--- src/rtl/inv_sbox_iter.sv ---
// Iterative AES inverse S-box: inverse affine, then x^254 in GF(2^8) using one shared squarer and one multiplier.
// Defining INV_SBOX_FWD_MODE_EN adds a 'mode' input that selects the forward S-box instead.
module inv_sbox_iter #(
  parameter int BYPASS_ZERO = 0
) (
  input  logic       clk,
  input  logic       rst,
  input  logic       in_valid,
  output logic       in_ready,
  input  logic [7:0] in_data,
`ifdef INV_SBOX_FWD_MODE_EN
  input  logic       mode,
`endif
  output logic       out_valid,
  input  logic       out_ready,
  output logic [7:0] out_data,
  output logic       busy
);

  typedef enum logic [1:0] {ST_IDLE, ST_CALC, ST_DONE} state_t;

  localparam logic [7:0] INV_AFF_C = 8'h05;
  localparam logic [7:0] FWD_AFF_C = 8'h63;
  localparam logic [2:0] LAST_CNT  = 3'd6;

  state_t     r_state;
  state_t     w_state_next;
  logic [2:0] r_cnt;
  logic [7:0] r_r;
  logic [7:0] r_x;
  logic [7:0] r_out_data;

  logic [7:0] w_inv_aff;
  logic [7:0] w_x_in;
  logic [7:0] w_sq;
  logic [7:0] w_mul;
  logic [7:0] w_result;
  logic [7:0] w_bypass_data;
  logic       w_bypass;

  // Squaring is linear over GF(2): spread bits to even positions, then reduce by 0x11B.
  function automatic logic [7:0] gf_sq(input logic [7:0] a);
    logic [14:0] s;
    s = '0;
    for (int i = 0; i < 8; i++) begin
      s[2*i] = a[i];
    end
    for (int k = 14; k >= 8; k--) begin
      if (s[k]) begin
        s[k -: 9] = s[k -: 9] ^ 9'h11B;
      end
    end
    return s[7:0];
  endfunction

  function automatic logic [7:0] gf_mul(input logic [7:0] a, input logic [7:0] b);
    logic [7:0] p;
    logic [7:0] t;
    p = '0;
    t = a;
    for (int i = 0; i < 8; i++) begin
      if (b[i]) begin
        p = p ^ t;
      end
      t = {t[6:0], 1'b0} ^ (t[7] ? 8'h1B : 8'h00);
    end
    return p;
  endfunction

  for (genvar gi = 0; gi < 8; gi++) begin : g_inv_aff
    assign w_inv_aff[gi] = in_data[(gi+2)%8] ^ in_data[(gi+5)%8] ^ in_data[(gi+7)%8] ^ INV_AFF_C[gi];
  end

  assign w_sq  = gf_sq(r_r);
  assign w_mul = gf_mul(w_sq, r_x);

`ifdef INV_SBOX_FWD_MODE_EN
  logic       r_mode;
  logic [7:0] w_fwd_aff;

  for (genvar gi = 0; gi < 8; gi++) begin : g_fwd_aff
    assign w_fwd_aff[gi] = w_sq[gi] ^ w_sq[(gi+4)%8] ^ w_sq[(gi+5)%8] ^ w_sq[(gi+6)%8] ^
                           w_sq[(gi+7)%8] ^ FWD_AFF_C[gi];
  end

  assign w_x_in        = mode ? in_data : w_inv_aff;
  assign w_result      = r_mode ? w_fwd_aff : w_sq;
  // Forward affine of a zero inverse is the constant itself.
  assign w_bypass_data = mode ? FWD_AFF_C : 8'h00;
`else
  assign w_x_in        = w_inv_aff;
  assign w_result      = w_sq;
  assign w_bypass_data = 8'h00;
`endif

  assign w_bypass = (BYPASS_ZERO != 0) && (w_x_in == 8'h00);
  assign out_data = r_out_data;

  always_ff @(posedge clk) begin
    if (rst) begin
      r_state <= ST_IDLE;
    end else begin
      r_state <= w_state_next;
    end
  end

  always_comb begin
    w_state_next = r_state;
    in_ready     = 1'b0;
    out_valid    = 1'b0;
    busy         = 1'b0;
    case (r_state)
      ST_IDLE: begin
        in_ready = 1'b1;
        if (in_valid) begin
          w_state_next = w_bypass ? ST_DONE : ST_CALC;
        end
      end
      ST_CALC: begin
        busy = 1'b1;
        if (r_cnt == LAST_CNT) begin
          w_state_next = ST_DONE;
        end
      end
      ST_DONE: begin
        busy      = 1'b1;
        out_valid = 1'b1;
        if (out_ready) begin
          w_state_next = ST_IDLE;
        end
      end
      default: w_state_next = ST_IDLE;
    endcase
  end

  // r walks x^1, x^3, x^7, ... x^127 via r <- r^2 * x, and the last step squares to x^254.
  always_ff @(posedge clk) begin
    if (rst) begin
      r_cnt      <= 3'd0;
      r_r        <= 8'h00;
      r_x        <= 8'h00;
      r_out_data <= 8'h00;
`ifdef INV_SBOX_FWD_MODE_EN
      r_mode     <= 1'b0;
`endif
    end else begin
      case (r_state)
        ST_IDLE: begin
          if (in_valid) begin
            r_x   <= w_x_in;
            r_r   <= w_x_in;
            r_cnt <= 3'd0;
`ifdef INV_SBOX_FWD_MODE_EN
            r_mode <= mode;
`endif
            if (w_bypass) begin
              r_out_data <= w_bypass_data;
            end
          end
        end
        ST_CALC: begin
          r_cnt <= r_cnt + 3'd1;
          if (r_cnt == LAST_CNT) begin
            r_r        <= w_sq;
            r_out_data <= w_result;
          end else begin
            r_r <= w_mul;
          end
        end
        default: begin
        end
      endcase
    end
  end

endmodule

--- config.mk ---
export PLATFORM = sky130hd
export DESIGN_NAME = inv_sbox_iter
export DESIGN_NICKNAME = d
export VERILOG_FILES = /design/src/rtl/inv_sbox_iter.sv
export SDC_FILE = /design/constraint.sdc
export NUM_CORES = 1
export LEC_CHECK = 0
export ABC_AREA = 1
export ABC_CLOCK_PERIOD_IN_PS = 2700
export CAP_MARGIN = 20
export CORE_MARGIN = 2
export CORE_UTILIZATION = 60
export CTS_CLUSTER_SIZE = 8
export DETAILED_ROUTE_END_ITERATION = 10
export PLACE_DENSITY_LB_ADDON = 0.3
export SYNTH_ARGS = -nofsm -noshare
export SYNTH_HDL_FRONTEND = slang
export SYNTH_SLANG_ARGS = --single-unit
--- constraint.sdc ---
create_clock -name clk -period 2.7 [get_ports clk]
set_clock_uncertainty 0.15 [all_clocks]
set_input_delay 0.81 -clock clk [delete_from_list [all_inputs] [get_ports clk]]
set_output_delay 0.81 -clock clk [all_outputs]
set_load 0.1 [all_outputs]
==> metrics.md <==
| Metric | Value |
|---|---|
| CTS Buf Count | `5` |
| Synth Register Bits | `29` |
| Final period util | `87.8%` |
| Average cell area after synthesis | `between 5 and 6 sq um` |
| Top_reg_cell synth | `dfxtp_1` |
| RSZ-0062 raised after global routing | `false` |
| Hold_ws | `0.314 ns` |
| Layout cell share with drive strength beyond 1 | `10.9%` |
| Cells after DPL | `between 600 and 700` |
| Die area | `0.00584 sq mm` |
| Synthesized net count | `549` |
| Row count | `26` |
| Pwr Density | `1360 mW/mm^2` |
| Int Pwr | `1.96 mW` |
| Switching Share | `58.8%` |
| CTS Root Cell | `clkbuf_8` |
| Via Count | `3525` |
| Area grow syn2layout | `11.8%` |
| Maxcap violations | `0` |
| Antenna violations before repair | `0` |
| Sequential area share after synthesis | `18.4%` |
| Non-Filler Instances | `628` |
| Nets | `about 570` |
| Most common cell on crit path | `nand3_1` |
| DR vias/cell | `5.61` |
| CP Cell Sequence | `buf_4, xor2_4, inv_2, nor2_1, xor2_1, xor2_1, nand3_1, nand3_1, nand3_1, a21oi_1` |
| Fin. max-slew vios | `0` |
| Setup violators final | `0` |
| Ant diodes | `0` |
| Drt first-iter violations | `~330` |
| Critical path type | `flop to flop` |
| P_sw | `roughly 2.8 mW` |
| Synthesized cell area | `0.00315 sq mm` |
| Port Buffers | `22` |
| Combinational Power Share | `77.7%` |
| Postcts setup bufs | `0` |
| Fmax | `between 0.4 and 0.5 GHz` |
| Crit-path slowest cell | `dfxtp_1` |
| Htree depth | `2` |
| Number of synthesized flops with an enable pin | `0` |
| Critical path fanouts, max | `6` |
| DRC | `0` |
| Synth warn | `0` |
| CTS tree | `yes` |
| Synth top area share | `21.3%` |
| Sequential Power Share | `14.5%` |
| Chip Height | `76.4 microns` |
| Drt total wl | `8640 microns` |
| GPL Wtd Cong | `0.939` |
| Worst VDD drop | `0.00116 V` |
| First-pass GRT wire length | `between 10000 and 15000 microns` |
| Dpl hpwl | `6920 microns` |
| Synth top cells by count | `nand2_1 (179), inv_1 (70), nand3_1 (57), nor2_1 (34), a21oi_1 (31)` |
| Clock transition at the registers of the reported paths | `~0.07 ns` |
| Count leader, synth | `nand2_1` |
| Element type at the critical path end | `flop` |
| Hold Crit Class | `flop to flop` |
| Antenna Violating Nets Remaining | `0` |
| Syn Inst Count | `532` |
| Post-cts resize count | `0` |
| CP required | `2.77 ns` |
| Crit path launch type | `flop` |
| GRT overflow | `0` |
| Max incr delay on CP | `0.45 ns` |
| Gr usage total | `about 31%` |
| Reg2Reg Depth | `10` |
| Relative slew slack | `roughly 70%` |
| Slew @ Worst Pin | `roughly 0.43 ns` |
| Cell variety after synth | `38` |
| 1st-pass router iterations | `5` |
| Largest net degree at the start of global routing | `16` |
| Hold_buf cts | `0` |
| Dominant cells by area after synthesis | `nand2_1 (21%), dfxtp_1 (18%), nand3_1 (9.1%), inv_1 (8.3%), a21oi_1 (4.9%)` |
| Clock Latency Late Sink | `0.28 ns` |
| Area of the core | `between 0.005 and 0.006 sq mm` |
| Die Wd | `76.4 microns` |
| Vias in the first global route | `3309` |
| CP arrival | `~2.4 ns` |
| Final hold vios | `0` |
| Tmin final | `2.37 ns` |
| Initial Utilization | `62.0%` |
| Clock network fraction of total power | `between 7 and 8%` |
| # IOs | `23` |
| CTS Buffer Depth | `2` |
| Pleak | `1.82 nW` |
| Sink Count | `29` |
| Hold depth | `2` |
| WL/cell | `13.8 microns` |
| Largest area contributor in the netlist | `nand2_1` |
| Sum Neg Setup Slack | `0 ns` |
| FFs w/ async S/R, synth | `0%` |
| Outcome | `finished clean` |
-- stage by stage --
step                      worst slack [ns]  total power, mW  cell area [sq um]  util [%]
after floorplan                      0.120             3.51               3150         -
after detailed placement             0.279             4.30               3420      67.5
after CTS                            0.378             4.70               3520      69.4
after global routing                 0.135             5.26               3520      69.4
final                                0.331             4.77               3520      69.4
after global placement               0.319             4.23               3420      67.5
-- final timing paths --
| check | start | slack [ns] | to |
|---|---|---|---|
| setup / recovery | r_r[4]$_SDFFE_PP0P_ | 0.33 | r_r[6]$_SDFFE_PP0P_ |
| hold / removal | out_data[0]$_SDFFE_PP0P_ | 0.31 | out_data[0]$_SDFFE_PP0P_ |
| setup reg to reg | r_r[4]$_SDFFE_PP0P_ | 0.33 | r_r[6]$_SDFFE_PP0P_ |
| hold reg to reg | out_data[0]$_SDFFE_PP0P_ | 0.31 | out_data[0]$_SDFFE_PP0P_ |
-- power by group through the flow --
stage	Clock [mW]	Sequential, mW	Combinational (mW)
6_report	0.374	0.690	3.71
5_1_grt	0.395	0.700	4.16
4_1_cts	0.379	0.679	3.64
3_5_place_dp	0	0.688	3.61
3_3_place_gp	0	0.689	3.54
2_1_floorplan	0	0.593	2.92
-- layer usage --
metal	GRT usage (%)	part of all wire, %
met2	51.5	46
met4	14.0	4.1
met3	5.45	9.4
met5	0	0
met1	39.9	40
-- critical path, delay by kind of cell, from the launching register on --
family                 cells  cell delay [ns]
flip-flops                 1             0.45
buffers and inverters      2             0.32
AND/OR/NAND/NOR            4             0.52
XOR/XNOR                   3             0.70
AO/OA/AOI/OAI              1             0.16
-- sequential cells by signal, indices dropped and copies added (netlist names) --
signal and count:
r_x 8, r_cnt 3, out_data 8, r_r 8, r_state 2
-- cell usage in the layout (no fill, tap or decap), types with 2 or more instances in the layout --
cell and instances:
buf_4 19, buf_12 2, nor2_1 34, nor2_2 3
inv_1 70, inv_2 4, nand3_1 57, nand3_2 3
clkdlybuf4s50_1 11, inv_4 2, dfxtp_1 29, xor2_1 16
xnor3_1 2, a21oi_1 31, a211oi_1 2, nand3b_1 8
nor3_1 2, nand4_1 2, xor2_2 5, o21ai_1 4
nand2_1 179, ha_1 5, nand2_2 9, o21ai_0 23
clkbuf_8 6, xnor2_1 15, a21oi_2 2, xnor2_2 2
-- cell type report --
class	instances	area (sq um)
Tap cell	70	87.6
Sequential cell	29	581
Multi-Input combinational cell	412	2170
Clock inverter	2	13.8
Fill cell	477	1550
Timing Repair Buffer	32	293
Clock buffer	6	82.6
Inverter	77	294
-- kinds of logic (layout without fill, tap and decap cells) --
family | count (synthesis) | after routing | synth area share [%]
buf+inv | 91 | 117 | 12.6
flops | 29 | 29 | 18.4
xor+xnor | 41 | 41 | 14.5
simple gates | 300 | 300 | 41.2
fa+ha+maj | 5 | 5 | 1.99
compound gates | 66 | 66 | 11.2
Note: power is estimated with default switching activity, not from simulation.
